<file path="src/rtl/run_ctrl_pkg.sv">
// Shared types, default parameters and sizing helper for the run-level sequencer.
package run_ctrl_pkg;

  typedef enum logic [2:0] {
    IDLE,
    RST,
    RUN,
    DRAIN,
    FIN
  } run_state_t;

  localparam int DEF_CNT_W        = 16;
  localparam int DEF_MAX_CYCLES   = 4096;
  localparam int DEF_RESET_CYCLES = 2;
  localparam int DEF_DRAIN_CYCLES = 1;

  // Counter width able to hold value-1, never narrower than one bit.
  function automatic int clog2_min1(input int value);
    return (value <= 2) ? 1 : $clog2(value);
  endfunction

endpackage

</file>
<file path="src/rtl/run_timer.sv">
// Loadable down-counter with a zero flag; stops at zero until reloaded.
module run_timer #(
  parameter int W = 1
) (
  input  logic         clk,
  input  logic         reset,
  input  logic         load,
  input  logic [W-1:0] load_val,
  input  logic         dec,
  output logic         zero
);

  logic [W-1:0] count;

  // NOTE: sequential state is assigned with <= so every flop samples pre-edge values.
  always_ff @(posedge clk) begin
    if (reset) begin
      count <= '0;
    end else if (load) begin
      count <= load_val;
    end else if (dec && count != '0) begin
      count <= count - W'(1);
    end
  end

  assign zero = (count == '0);

endmodule

</file>
<file path="src/rtl/run_ctrl.sv">
// Run-level sequencer: turns the req/done handshake into core reset/enable,
// counts RUN cycles and ends runaway programs at MAX_CYCLES.
module run_ctrl
  import run_ctrl_pkg::*;
#(
  parameter int CNT_W        = DEF_CNT_W,
  parameter int MAX_CYCLES   = DEF_MAX_CYCLES,
  parameter int RESET_CYCLES = DEF_RESET_CYCLES,
  parameter int DRAIN_CYCLES = DEF_DRAIN_CYCLES
) (
  input  logic             clk,
  input  logic             reset,
  input  logic             req,
  input  logic             program_done,
  output logic             core_reset,
  output logic             core_en,
  output logic             done,
  output logic             timeout,
  output logic [CNT_W-1:0] cycle_count
);

  localparam int RST_W = clog2_min1(RESET_CYCLES);
  localparam int DRN_W = clog2_min1(DRAIN_CYCLES);

  localparam logic [RST_W-1:0] RST_LOAD = RST_W'(RESET_CYCLES - 1);
  localparam logic [DRN_W-1:0] DRN_LOAD = DRN_W'((DRAIN_CYCLES > 0) ? DRAIN_CYCLES - 1 : 0);
  localparam logic [CNT_W-1:0] LIMIT    = CNT_W'(MAX_CYCLES - 1);
  localparam logic [CNT_W-1:0] CNT_SAT  = '1;

  run_state_t state, next_state;

  logic req_q;
  logic start;
  logic rst_load, rst_zero;
  logic drn_load, drn_zero;
  logic cnt_clear, cnt_inc;
  logic timeout_next;

  // req_q follows req even through reset, so a level held across reset is not a start.
  always_ff @(posedge clk) begin
    req_q <= req;
  end

  assign start = req & ~req_q;

  run_timer #(.W(RST_W)) rst_timer (
    .clk      (clk),
    .reset    (reset),
    .load     (rst_load),
    .load_val (RST_LOAD),
    .dec      (state == RST),
    .zero     (rst_zero)
  );

  run_timer #(.W(DRN_W)) drain_timer (
    .clk      (clk),
    .reset    (reset),
    .load     (drn_load),
    .load_val (DRN_LOAD),
    .dec      (state == DRAIN),
    .zero     (drn_zero)
  );

  always_ff @(posedge clk) begin
    if (reset) begin
      state <= IDLE;
    end else begin
      state <= next_state;
    end
  end

  // NOTE: every always_comb output gets a default first, so no path can infer a latch.
  always_comb begin
    next_state   = state;
    rst_load     = 1'b0;
    drn_load     = 1'b0;
    cnt_clear    = 1'b0;
    cnt_inc      = 1'b0;
    timeout_next = timeout;
    case (state)
      IDLE, FIN: begin
        if (start) begin
          next_state   = RST;
          rst_load     = 1'b1;
          cnt_clear    = 1'b1;
          timeout_next = 1'b0;
        end
      end
      RST: begin
        if (rst_zero) next_state = RUN;
      end
      RUN: begin
        cnt_inc = 1'b1;
        if (program_done) begin
          timeout_next = 1'b0;
          if (DRAIN_CYCLES == 0) begin
            next_state = FIN;
          end else begin
            next_state = DRAIN;
            drn_load   = 1'b1;
          end
        end else if (cycle_count == LIMIT) begin
          next_state   = FIN;
          timeout_next = 1'b1;
        end
      end
      DRAIN: begin
        if (drn_zero) next_state = FIN;
      end
      default: next_state = IDLE;
    endcase
  end

  // Outputs are decoded from next_state so they change on the same edge as the state.
  always_ff @(posedge clk) begin
    if (reset) begin
      core_reset  <= 1'b1;
      core_en     <= 1'b0;
      done        <= 1'b0;
      timeout     <= 1'b0;
      cycle_count <= '0;
    end else begin
      core_reset <= (next_state == IDLE) || (next_state == RST);
      core_en    <= (next_state == RUN);
      done       <= (next_state == FIN);
      timeout    <= timeout_next;
      if (cnt_clear) begin
        cycle_count <= '0;
      end else if (cnt_inc && cycle_count != CNT_SAT) begin
        cycle_count <= cycle_count + CNT_W'(1);
      end
    end
  end

endmodule
</file>
<file path="config.mk">
export PLATFORM = sky130hd
export DESIGN_NAME = run_ctrl
export DESIGN_NICKNAME = d
export VERILOG_FILES = /design/src/rtl/run_ctrl_pkg.sv /design/src/rtl/run_timer.sv /design/src/rtl/run_ctrl.sv
export SDC_FILE = /design/constraint.sdc
export NUM_CORES = 1
export LEC_CHECK = 0
export CORE_MARGIN = 2
export CORE_UTILIZATION = 51
export DETAILED_ROUTE_END_ITERATION = 12
export HOLD_SLACK_MARGIN = 0.06
export PLACE_DENSITY = 0.87
export SYNTH_ARGS = -nofsm -noshare
export SYNTH_HDL_FRONTEND = slang
export SYNTH_SLANG_ARGS = --single-unit
</file>
<file path="constraint.sdc">
create_clock -name clk -period 4.5 [get_ports clk]
set_input_delay 0.9 -clock clk [delete_from_list [all_inputs] [get_ports clk]]
set_output_delay 0.9 -clock clk [all_outputs]
set_load 0.05 [all_outputs]
</file>
==> results.toml, run 1 <==
[clock_tree]
cts.sinks = 26
cts_tree = "built"
post-cts-setup-buffers = 0
clock_path_buffers = 2
ctsResizeCount = 0
clk_pin_slew_ns = 0.14
cts-root-buf = "clkbuf_4"
cts_hold_buf = 0
htreeDepth = 1
clk_latency_ns = 0.32
cts_buffers = 3

[logic_synthesis]
synth-edff-count = 0
synthArstFlopShare_pct = 0
synth_area_um2 = 1370
yosysUniqueCellTypes = 43
yosysSeqAreaShare_pct = 38.1
synth_seq_cells = 26
syn_inst = 153
syn_nets = 158
yosys_warnings = 0
synthFlopType = "dfxtp_1"
avgSynthCellArea_um2 = 8.92

[setup_path]
critPathCaptureType = "primary output"
reg2regPathDepth = 4
crit_type = "reg -> out"
path_cells = "clkdlybuf4s50_1"
crit_arrival_ns = 1.68
critPathMaxStageDelay_ns = 0.86
cp_slowest_cell = "clkdlybuf4s50_1"
timing.rr.start = "state[1]"
crit_family = "buffers and inverters"
critPathBufInv = 1
required_ns = 3.60
cp-start-kind = "flip-flop"
r2r_slack_ns = 2.36
crit_path_max_fanout = 8
reg2reg_to = "cycle_count[13]"

[timing]
fin_crit_ns = 2.58
maxSlewViolCount = 0
worst_pin_slew_ns = 0.671
fin_setup_tns_ns = 0
setup_ws_ns = 1.92
slew_headroom_pct = 55.1
rsz0062_at_grt = "false"
fmax_mhz = 388
fin_crit_sh_pct = 57.3
finalHoldViolCount = 0
fin_skew_ns = 0.00453
setup_viol = 0

[status]
status = "completed"

[power]
power_density_nw_per_um2 = 280
total_power_uw = 448
leakage_uw = 0.000531
ir_worst_vdd_mv = 0.259

[run]
max_cap_violations = 0

[cells_and_area]
utilization_pct = 64.1
syn2layout_area_growth_pct = 17.3
num_antenna_cells = 0
layout.nets = 176
final_layout_size_suffix_gt1_share_pct = 6.47
fillCellCount = 208

[floorplan]
ioPinCount = 24
die_x_um = 55.7
die_h_um = 55.7
initial_utilization_pct = 54.6
num_rows = 18
die_area_um2 = 3110
core_um2 = 2500

[global_routing]
antenna_found_initial = 0
grt_pass1_vias = 1136
grt_start_max_net_pins = 15
track_usage_pct = 20.0
grt_overflow = 0
grt_pass1_wl_um = 5180

[min_path]
hp-start = "drain_timer.count"
min_to = "drain_timer.count"
min_path_type = "reg -> reg"
min_path_cells = 1

[place]
gp_congestion = 0.773
dp_slack_ns = 1.87
portBuffers = 23
hpwlAfterDp_um = 2140

[drt]
wirelength_um = 2960
firstDrtPassIters = 4
via_per_inst = 6.43
vias = 1286
first_iter_violations = 43
drc = 0
routedWlPerCell_um = 14.8
final_antenna_net_count = 0
-- cell families (layout without fill, tap and decap cells) --
group | after synthesis | in the layout | synth area share [%]
adder cells (fa/ha/maj) | 1 | 1 | 0.916
flip-flops | 26 | 26 | 38.1
multiplexers | 4 | 4 | 3.02
buffers and inverters | 12 | 29 | 5.50
AO/OA/AOI/OAI | 43 | 43 | 21.2
AND/OR/NAND/NOR | 67 | 67 | 31.3
-- Yosys cell counts (all sizes together) (3+ instances only) --
cell type	number	share of area, %
dfxtp	26	38
nand2	15	4.7
a21oi	13	4.8
buf	7	4.0
o21ai	7	2.6
a211oi	6	3.3
and4	6	3.8
or3	6	2.8
or4	6	3.3
and2	5	2.3
nand3	5	1.8
nor2	5	1.4
and3	4	2.6
nand4	4	2.3
o31ai	4	2.2
clkbuf	3	0.92
mux2i	3	2.2
nor3b	3	2.5
-- placed cells by master, fill, tap and decap left out, types with 2 or more instances in the layout --
cell             count
dfxtp_1             26
clkdlybuf4s50_1     23
nand2_1             14
a21oi_1             13
o21ai_0              7
and4_1               6
or3_1                6
or4_1                6
a211oi_1             6
nor2_1               5
and2_1               5
nand3_1              5
o31ai_1              4
mux2i_1              3
nand4_1              3
clkbuf_4             3
and3_4               2
inv_1                2
nand2b_1             2
a2bb2oi_1            2
o41ai_1              2
and3_1               2
nor3_1               2
a32oi_1              2
nor3b_1              2
a2111o_1             2
-- where the power goes --
part           total (uW)  switching (uW)  internal, uW
clock                 120            70.9          49.5
sequential            251            11.3           239
combinational        77.1            47.5          29.6
-- state kept, by name, indices dropped and copies added (netlist names) --
| name | flops |
|---|---|
| core_en | 1 |
| drain_timer.count | 1 |
| core_reset | 1 |
| rst_timer.count | 1 |
| cycle_count | 16 |
| done | 1 |
| timeout | 1 |
| req_q | 1 |
| state | 3 |
-- how the worst max path moves through the flow --
stage / from / end / cells past startpoint
6_report: cycle_count[12] / cycle_count[12] / 1
5_1_grt: cycle_count[12] / cycle_count[12] / 1
4_1_cts: cycle_count[12] / cycle_count[12] / 1
3_5_place_dp: reset / cycle_count[8] / 4
3_3_place_gp: reset / cycle_count[8] / 4
2_1_floorplan: cycle_count[0] / cycle_count[13] / 6
-- metal layers --
metal	global-route usage (%)	vias up	wire (um)
met5	0	-	0
met1	27.3	611	1370
met3	4.42	4	183
met2	32.7	49	1390
met4	3.48	0	19
li1	-	622	-
-- layout make-up --
type | instances | area, um^2 | area share (%)
Sequential cell | 26 | 520 | 32.5
Multi-Input combinational cell | 115 | 769 | 48.0
Timing Repair Buffer | 23 | 230 | 14.4
Tap cell | 30 | 37.5 | 2.34
Inverter | 2 | 7.51 | 0.469
Clock buffer | 4 | 36.3 | 2.27
-- through the flow --
| stage | instance area, um^2 | cells | hold WS [ns] |
|---|---|---|---|
| 2_1_floorplan | 1370 | 153 | 0.467 |
| 3_3_place_gp | 1570 | 196 | 0.483 |
| 3_5_place_dp | 1570 | 196 | 0.487 |
| 4_1_cts | 1600 | 200 | 0.505 |
| 5_1_grt | 1600 | 200 | 0.532 |
| 6_report | 1600 | 200 | 0.505 |
(Power assumes the default switching activity.)
==> run 2: changes to the inputs <==
- clock period: 4.5 -> 2.6 ns (I/O delays scaled with it)
==> results.toml, run 2 (synthesis gave the netlist of run 1 again) <==
[status]
status = "completed"

[clock_tree]
cts-root-buf = "clkbuf_4"
ctsResizeCount = 0
cts_hold_buf = 0
clk_latency_ns = 0.33
cts.sinks = 26
htreeDepth = 1
clk_pin_slew_ns = 0.15
post-cts-setup-buffers = 0
clock_path_buffers = 2
cts_tree = "built"
cts_buffers = 3

[setup_path]
r2r_slack_ns = 0.71
timing.rr.start = "cycle_count[0]"
critPathMaxStageDelay_ns = 0.85
path_cells = "clkdlybuf4s50_1"
crit_arrival_ns = 1.68
crit_family = "buffers and inverters"
critPathBufInv = 1
cp_slowest_cell = "clkdlybuf4s50_1"
critPathCaptureType = "primary output"
required_ns = 2.08
crit_path_max_fanout = 8
cp-start-kind = "flip-flop"
reg2regPathDepth = 5
reg2reg_to = "timeout"
crit_type = "reg -> out"

[floorplan]
core_um2 = 2500
die_x_um = 55.7
die_area_um2 = 3110
die_h_um = 55.7
ioPinCount = 24
num_rows = 18
initial_utilization_pct = 54.6

[cells_and_area]
final_layout_size_suffix_gt1_share_pct = 7.56
top_register = "cycle_count"
final_cell_mix = "26 x dfxtp_1, 23 x clkdlybuf4s50_1, 14 x nand2_1"
num_antenna_cells = 0
final_common_cell = "dfxtp_1"
fillCellCount = 208
final-instance-count-excl-fill = 202
layout.nets = 178
reg.largest.list = "cycle_count x16, state x3"
syn2layout_area_growth_pct = 18.4
largest_reg_flops = 16
utilization_pct = 64.7

[power]
power_density_nw_per_um2 = 485
sw_frac_of_total_pct = 29.3
clockPowerShare_pct = 26.9
leakage_uw = 0.000541
ir_worst_vdd_mv = 0.378
p_sw_uw = 230
p_int_uw = 555
seqPwrFrac_pct = 55.3
combPwrFrac_pct = 17.8

[global_routing]
grt_pass1_wl_um = 5420
grt_start_max_net_pins = 15
grt_overflow = 0
grt_pass1_vias = 1245
track_usage_pct = 21.3
antenna_found_initial = 0

[drt]
drt-met1-wl_um = 1430
wl_met2_um = 1550
top_layer_used = "met4"
routedWlPerCell_um = 15.9
first_iter_violations = 49
vias = 1311
final_antenna_net_count = 0
drc = 0
via_per_inst = 6.49
wirelength_um = 3210
firstDrtPassIters = 4
wl_met3_um = 178

[timing]
fin_skew_ns = 0.00917
setup_viol = 0
fin_hold_ws_ns = 0.512
rsz0062_at_grt = "false"
fin_setup_tns_ns = 0
finalHoldViolCount = 0
fmax_mhz = 454
fin_crit_ns = 2.20
fin_crit_sh_pct = 84.7
worst_pin_slew_ns = 0.688
maxSlewViolCount = 0
slew_headroom_pct = 53.9

[min_path]
min_path_cells = 1
min_path_type = "reg -> reg"
hp-start = "drain_timer.count"
min_to = "drain_timer.count"

[place]
portBuffers = 23
gp_congestion = 0.824
hpwlAfterDp_um = 2200
dp_cells = 198

[run]
max_cap_violations = 0
run 2: changes by cell type in the layout (fill, tap and decap cells not counted):
cell | previous run | this run
buf_4 | 0 | 2
run 2: metrics by stage:
step	setup slack (ns)	cell area, um^2	power [uW]
after floorplan	0.649	1370	549
after global placement	0.422	1580	575
after detailed placement	0.374	1580	580
after CTS	0.421	1620	786
after global routing	0.339	1620	814
final	0.397	1620	785
run 2: final cells by class:
class,count,area (um^2),share of cell area [%]
Clock buffer,4,36.3,2.24
Inverter,2,7.51,0.464
Multi-Input combinational cell,115,769,47.6
Sequential cell,26,520,32.2
Tap cell,30,37.5,2.32
Timing Repair Buffer,25,245,15.2
run 2: how the worst max path moves through the flow:
| stage | slack, ns | end | from | depth (start not counted) |
|---|---|---|---|---|
| floorplan | 0.65 | cycle_count[13] | cycle_count[0] | 6 |
| global placement | 0.42 | cycle_count[8] | req | 5 |
| detailed placement | 0.37 | cycle_count[8] | req | 5 |
| CTS | 0.42 | cycle_count[12] | cycle_count[12] | 1 |
| global route | 0.34 | cycle_count[12] | cycle_count[12] | 1 |
| finish | 0.40 | cycle_count[12] | cycle_count[12] | 1 |
run 2: power groups by stage:
stage	Combinational [uW]	Clock, uW	Sequential, uW
after global routing	149	227	438
after global placement	135	0	441
final	140	211	434
after CTS	139	213	433
after floorplan	90.2	0	459
after detailed placement	138	0	442
run 2: per-layer routing:
layer  GRT usage [%]  up-vias
met3            2.33        7
met2            35.2       52
li1                -      632
met5               0        -
met1            28.1      620
met4            9.06        0
==> run 3: changes to the inputs <==
- CORE_UTILIZATION: 51 -> 46
- PLACE_DENSITY: 0.87 -> 0.83
- clock period: 2.6 -> 1.8 ns (I/O delays scaled with it)
==> results.toml, run 3 (synthesis gave the netlist of run 1 again) <==
[timing]
fmax_mhz = 590
fin_hold_ws_ns = 0.501
slew_headroom_pct = 68.9
fin_skew_ns = 0.0104
fin_crit_sh_pct = 94.2
rsz0062_at_grt = "true"
maxSlewViolCount = 0
setup_ws_ns = 0.105
fin_crit_ns = 1.69
finalHoldViolCount = 0
setup_viol = 0
worst_pin_slew_ns = 0.460

[setup_path]
crit_type = "reg -> reg"
crit_path_max_fanout = 8
r2r_slack_ns = 0.11
cp-start-kind = "flip-flop"
crit_arrival_ns = 1.96
startpoint = "cycle_count[0]"
reg2regPathDepth = 5
reg2reg_to = "cycle_count[13]"
critPathCaptureType = "flip-flop"
timing.rr.start = "cycle_count[0]"
required_ns = 2.07

[clock_tree]
htreeDepth = 1
cts-root-buf = "clkbuf_4"
clk_pin_slew_ns = 0.15
clk_latency_ns = 0.33
cts.sinks = 26
cts_tree = "built"
clock_path_buffers = 2
cts_buffers = 3

[cells_and_area]
syn2layout_area_growth_pct = 20.9
final_cell_mix = "31 x buf_4, 16 x dfxtp_1, 14 x nand2_1"
final_layout_size_suffix_gt1_share_pct = 29.8
layout.nets = 187
largest_reg_flops = 16
num_antenna_cells = 0
top_register = "cycle_count"
final_common_cell = "buf_4"
reg.largest.list = "cycle_count x16, state x3"

[min_path]
min_to = "rst_timer.count"
min_path_cells = 2
hp-start = "rst_timer.count"
min_path_type = "reg -> reg"

[place]
gp_congestion = 0.788
portBuffers = 23
hpwlAfterDp_um = 2350
dp_slack_ns = -0.153

[drt]
wirelength_um = 3140
final_antenna_net_count = 0
routedWlPerCell_um = 14.8
firstDrtPassIters = 4
drc = 0
vias = 1278
first_iter_violations = 51
via_per_inst = 6.03

[power]
combPwrFrac_pct = 19.8
p_sw_uw = 330
power_density_nw_per_um2 = 673
p_int_uw = 781
leakage_uw = 0.000622
clockPowerShare_pct = 23.9
seqPwrFrac_pct = 56.3
ir_worst_vdd_mv = 0.511
sw_frac_of_total_pct = 29.7

[floorplan]
die_area_um2 = 3420
die_x_um = 58.5
ioPinCount = 24
die_h_um = 58.5
num_rows = 19
initial_utilization_pct = 49.1
core_um2 = 2780

[global_routing]
grt_pass1_wl_um = 5290
track_usage_pct = 19.5
antenna_found_initial = 0
grt_pass1_vias = 1185
grt_overflow = 0
grt_start_max_net_pins = 15

[status]
status = "completed"

[run]
max_cap_violations = 0
-- run 3: what timing repair did --
action / in CTS / in global routing
hold buffers: 0 / 0
setup endpoints to repair: 1 / 6
resized for setup: 2 / 4
hold endpoints to repair: 0 / 0
buffers inserted: 0 / 1
gates cloned: 0 / 0
-- run 3: worst max-delay path by stage --
stage / end / slack, ns / cells past startpoint
final: cycle_count[13] / 0.11 / 5
after global routing: cycle_count[13] / -0.007 / 5
after CTS: cycle_count[13] / 0.02 / 5
after detailed placement: cycle_count[8] / -0.15 / 5
after global placement: cycle_count[8] / -0.12 / 5
after floorplan: cycle_count[13] / 0.01 / 6
-- run 3: worst max-delay path: stages (launching register included) --
cell and delay [ns]:
dfxtp_4 0.38, buf_4 0.11, and4_1 0.26, nand4_2 0.21, or4_1 0.52, a21oi_1 0.14
-- run 3: power groups by stage --
stage	registers [uW]	logic (uW)	clock network, uW
after CTS	626	214	275
final	626	220	265
after global routing	630	237	292
after floorplan	664	130	0
after detailed placement	638	212	0
after global placement	636	208	0
-- run 3: metrics by stage --
stage                     power, uW  setup TNS, ns  util [%]  cells  cell area, um^2
after floorplan                 794              0         -    153             1380
final                          1110              0      59.3    212             1650
after CTS                      1110              0      58.8    211             1640
after global routing           1160       -0.00726      59.3    212             1650
after detailed placement        851         -0.493      57.7    207             1600
after global placement          845         -0.296      57.7    207             1600
-- run 3: routing by layer --
layer	track usage (%)	vias up	routed length [um]
met4	4.65	0	24
met5	0	-	0
met3	4.18	4	125
met1	24.3	606	1430
met2	34.2	20	1560
li1	-	648	-
-- run 3: final cells by class --
class | instances | area (um^2)
Clock buffer | 4 | 26.3
Sequential cell | 26 | 536
Tap cell | 31 | 38.8
Multi-Input combinational cell | 115 | 779
Fill cell | 253 | 1130
Timing Repair Buffer | 34 | 263
Inverter | 2 | 7.51
